File: src/rtl/serial_to_parallel.sv
`default_nettype none
// ----------------------------------------------------------------------------
// serial_to_parallel - collects up to Length N-bit words into a parallel bank
// and holds done_o until the consumer acknowledges.            Rev 1.0
// ----------------------------------------------------------------------------
module serial_to_parallel #(
   parameter int N      = 8,
   parameter int Length = 3,
   localparam int CW    = $clog2(Length + 1)
) (
   input  logic          clk_i,
   input  logic          rst_ni,
   input  logic          srst_i,
   input  logic          start_i,
   input  logic [CW-1:0] word_count_i,
   input  logic          valid_i,
   input  logic [N-1:0]  data_i,
   output logic          ready_o,
   output logic [N-1:0]  data_o [Length-1:0],
   output logic [CW-1:0] count_o,
   output logic          done_o,
   input  logic          ack_i,
   input  logic          assert_on_i
);

   typedef enum logic [1:0] {
      IDLE    = 2'd0,
      COLLECT = 2'd1,
      FULL    = 2'd2
   } state_t;

   state_t        state;
   logic [CW-1:0] eff;
   logic [CW-1:0] wc_clamped;
   logic [CW-1:0] count_next;
   logic [CW:0]   wc_wide;
   logic          over;
   logic          launch;

   // Widened by one bit so the bound check is meaningful for any Length.
   assign wc_wide    = {1'b0, word_count_i};
   assign over       = wc_wide > (CW + 1)'(Length);
   assign wc_clamped = over ? CW'(Length) : word_count_i;
   assign count_next = count_o + CW'(1);
   assign launch     = start_i && ((state == IDLE) || ((state == FULL) && ack_i));

   always_ff @(posedge clk_i or negedge rst_ni) begin
      if (!rst_ni) begin
         state   <= IDLE;
         eff     <= '0;
         count_o <= '0;
         ready_o <= 1'b0;
         done_o  <= 1'b0;
         for (int i = 0; i < Length; i++) data_o[i] <= '0;
      end else if (srst_i) begin
         state   <= IDLE;
         eff     <= '0;
         count_o <= '0;
         ready_o <= 1'b0;
         done_o  <= 1'b0;
         for (int i = 0; i < Length; i++) data_o[i] <= '0;
      end else if (launch) begin
         eff     <= wc_clamped;
         count_o <= '0;
         for (int i = 0; i < Length; i++) data_o[i] <= '0;
         if (wc_clamped == '0) begin
            state   <= FULL;
            ready_o <= 1'b0;
            done_o  <= 1'b1;
         end else begin
            state   <= COLLECT;
            ready_o <= 1'b1;
            done_o  <= 1'b0;
         end
      end else begin
         case (state)
            COLLECT: begin
               if (valid_i) begin
                  for (int i = 0; i < Length; i++) begin
                     if (count_o == CW'(i)) data_o[i] <= data_i;
                  end
                  count_o <= count_next;
                  if (count_next == eff) begin
                     state   <= FULL;
                     ready_o <= 1'b0;
                     done_o  <= 1'b1;
                  end
               end
            end
            FULL: begin
               if (ack_i) begin
                  state  <= IDLE;
                  done_o <= 1'b0;
               end
            end
            default: ;
         endcase
      end
   end

`ifndef SYNTHESIS
   always_ff @(posedge clk_i) begin
      if (rst_ni && !srst_i && assert_on_i) begin
         if (launch) begin
            assert (!over)
               else $error("serial_to_parallel: word_count_i=%0d exceeds Length=%0d", word_count_i, Length);
         end
         assert (!(valid_i && (state != COLLECT)))
            else $error("serial_to_parallel: valid_i outside COLLECT, word dropped");
      end
   end
`endif

endmodule
`default_nettype wire

File: config.mk
export PLATFORM = sky130hd
export DESIGN_NAME = serial_to_parallel
export DESIGN_NICKNAME = d
export VERILOG_FILES = /design/src/rtl/serial_to_parallel.sv
export SDC_FILE = /design/constraint.sdc
export NUM_CORES = 1
export LEC_CHECK = 0
export ABC_AREA = 0
export CAP_MARGIN = 20
export CELL_PAD_IN_SITES_DETAIL_PLACEMENT = 2
export CELL_PAD_IN_SITES_GLOBAL_PLACEMENT = 2
export CORE_ASPECT_RATIO = 1.2
export CORE_MARGIN = 2
export CORE_UTILIZATION = 30
export CTS_BUF_LIST = sky130_fd_sc_hd__clkbuf_8
export DETAILED_ROUTE_END_ITERATION = 6
export PLACE_DENSITY_LB_ADDON = 0.15
export SYNTH_ARGS = -nofsm -noshare
export SYNTH_HDL_FRONTEND = slang
export SYNTH_SLANG_ARGS = --single-unit
File: constraint.sdc
create_clock -name clk_i -period 2.32 [get_ports clk_i]
set_input_delay 0.348 -clock clk_i [delete_from_list [all_inputs] [get_ports clk_i]]
set_output_delay 0.348 -clock clk_i [all_outputs]
set_load 0.03 [all_outputs]
==> reports/metrics.cfg <==
[status]
status = complete, no violations

[clocking]
post_cts_buffers = 0
path_clk_slew_ns = 0.06
cts_root_buf = clkbuf_8
cts_tree = built
postCtsHoldBufs = 0
h-tree-depth = 2
cts_resized = 0
clk_latency_ns = 0.27
clock_sinks = 31
cts_made_buffers = 5
cts_buffer_depth = 2

[logic_synthesis]
ys_ff_latch = 31
synth.distinct_cells = 26
synthSimpleGateAreaFrac_pct = 12.54
ys_seq_area_share_pct = 52.19
synth_area_um2 = 1486
synth_edf_count = 0
synth_top_cell_area_share_pct = 52.19
synth_compound_area_share_pct = 5.976
ys.flop_type = dfrtp_1
synth_top_cell_by_area = dfrtp_1
avgSynthCellArea_um2 = 11.18
yosys.area_share.xor_xnor_pct = 1.768
synthArstFlopShare_pct = 100.0
ys_top_cells_by_area = dfrtp_1 (52%), mux2i_1 (17%), nor2_1 (6.8%)
synth_top_family_by_area = multiplexers
syn_inst = 133
yosysWarnings = 0
syn_nets = 157
synth.area.mux_share_pct = 17.59
synth_fa_ha_area_share_pct = 5.892

[worst_setup_path]
critPathKind = reg2reg
crit_path_start_kind = flip-flop
critical_path_arrival_ns = 2.11
endpoint_kind = flip-flop
critPathMaxFanout = 4
required_ns = 2.46

[place]
io_buffers = 43
dp_hpwl_um = 2990
dp_slack_ns = 0.3452
gp_congestion = 0.7111
place_area_um2 = 1977

[global_routing]
grt_util_met3_pct = 5.679
busiest_layer = met2
grt_max_degree = 32
met1_usage_pct = 17.20
grt_pass1_wl_um = 6548
first_global_vias = 1359
grt-ovfl-total = 0
antenna_found_initial = 0
track_usage_pct = 16.37
grtUsageMet2_pct = 29.81

[timing]
fin_ws_ns = 0.3572
maxSlewHeadroom_pct = 72.50
layout_min_cycle_time_ns = 1.963
fin_setup_tns_ns = 0
hold_violations = 0
setup_violations = 0
rsz0062_at_grt = false
min_period_over_period_pct = 84.60
clock_skew_ns = 0.007264
final_max_slew_viol_count = 0
max_freq_mhz = 509.5
worstMarginPinSlew_ns = 0.4125

[floorplan]
die-area_um2 = 5536
start_util_pct = 30.52
core_um2 = 4870
dieHeight_um = 81.11
core.rowCount = 28
dieWidth_um = 68.26
io_pins = 45

[finish]
final_net_count = 205
stdcell_area_um2 = 2058
layout_common_cells = clkdlybuf4s50_1 (43), dfrtp_1 (31), nor2_1 (27)
final_util_pct = 42.27
mostFrequentLayoutCell = clkdlybuf4s50_1
drive_above_1_share_pct = 8.242
syn2layout_area_growth_pct = 38.47
fillers = 508
diodes = 0

[pwr]
cellPowerDensity_nw_per_um2 = 672.8
power.leakage_nw = 1.036
irDropWorstVdd_mv = 0.3973

[detailed_routing]
route.antenna.remaining_nets = 0
drt_iter0_drc = 15
wl_per_cell_um = 16.64
postRouteWirelength_um = 4027
vias_per_cell = 4.707
drc = 0
dr.pass1.iters = 4
vias = 1139

[min_path]
hp-class = in2async

[job]
drv_cap = 0

==> cell usage after synthesis (2+ instances only) <==
cell type and number:
a21oi_1 4, buf_2 3, buf_6 2, dfrtp_1 31, ha_1 7, inv_1 6
mux2i_1 25, nand2_1 5, nand3_1 4, nand3_2 2, nor2_1 27, o21ai_0 2
xnor2_1 2
==> power by group <==
part	total [mW]	internal, mW	leakage, nW	switching (mW)
clock	0.388	0.201	0.0505	0.187
combinational	0.402	0.163	0.556	0.239
sequential	0.594	0.570	0.429	0.0243
==> area by class of cell <==
| cell class | count | area [um2] | share of cell area [%] |
|---|---|---|---|
| clock buffers | 5 | 68.82 | 3.343 |
| well taps | 60 | 75.07 | 3.647 |
| multi-input cells | 91 | 650.6 | 31.61 |
| flip-flops and latches | 31 | 775.7 | 37.69 |
| clock inverters | 3 | 12.51 | 0.6079 |
| inverters | 6 | 22.52 | 1.094 |
| repair buffers | 46 | 452.9 | 22.01 |
==> sequential cells by signal (all words and copies together), names as in the netlist <==
name	count
state	1
done_o	1
count_o	2
eff	2
data_o	24
ready_o	1
==> cell families (layout without fill, tap and decap cells) <==
logic type | count (synthesis) | in the layout
AOI/OAI and AO/OA | 13 | 13
muxes | 26 | 26
and+or+nand+nor | 42 | 42
adders and majority gates | 7 | 7
xor gates and xnor gates | 3 | 3
DFF | 31 | 31
buffers and inverters | 11 | 60
==> per-stage QoR <==
stage               hold WS [ns]  instances  total power, mW
floorplan                0.05241        133           0.8713
global placement          0.5046        234           0.9936
detailed placement        0.5171        234            1.018
CTS                       0.4894        242            1.418
global route              0.4989        242            1.477
finish                    0.4761        242            1.385
==> routing by layer <==
metal  share of wire (%)  routed length [um]
met1                  38                1547
met2                  55                2218
met3                 5.7                 231
met4                0.72                  29
met5                   0                   0
==> critical path, stage by stage, from the launching register on <==
cell       delay (ns)
dfrtp_1          0.42
inv_1            0.11
ha_1             0.34
xnor2_1          0.22
o2111ai_1        0.16
a31oi_2          0.24
mux2_1           0.35
==> path summary, 6_finish.rpt <==
check	depth (start not counted)	startpoint	slack [ns]	to
min reg2reg	2	data_o[11]	0.53	data_o[11]
max	6	count_o[0]	0.36	done_o
min in group clk_i	2	data_o[11]	0.53	data_o[11]
min	2	rst_ni	0.48	data_o[5]
max reg2reg	6	count_o[0]	0.36	done_o
max in group asynchronous	2	rst_ni	1.54	data_o[14]
Power figures use the tool's default switching activity.
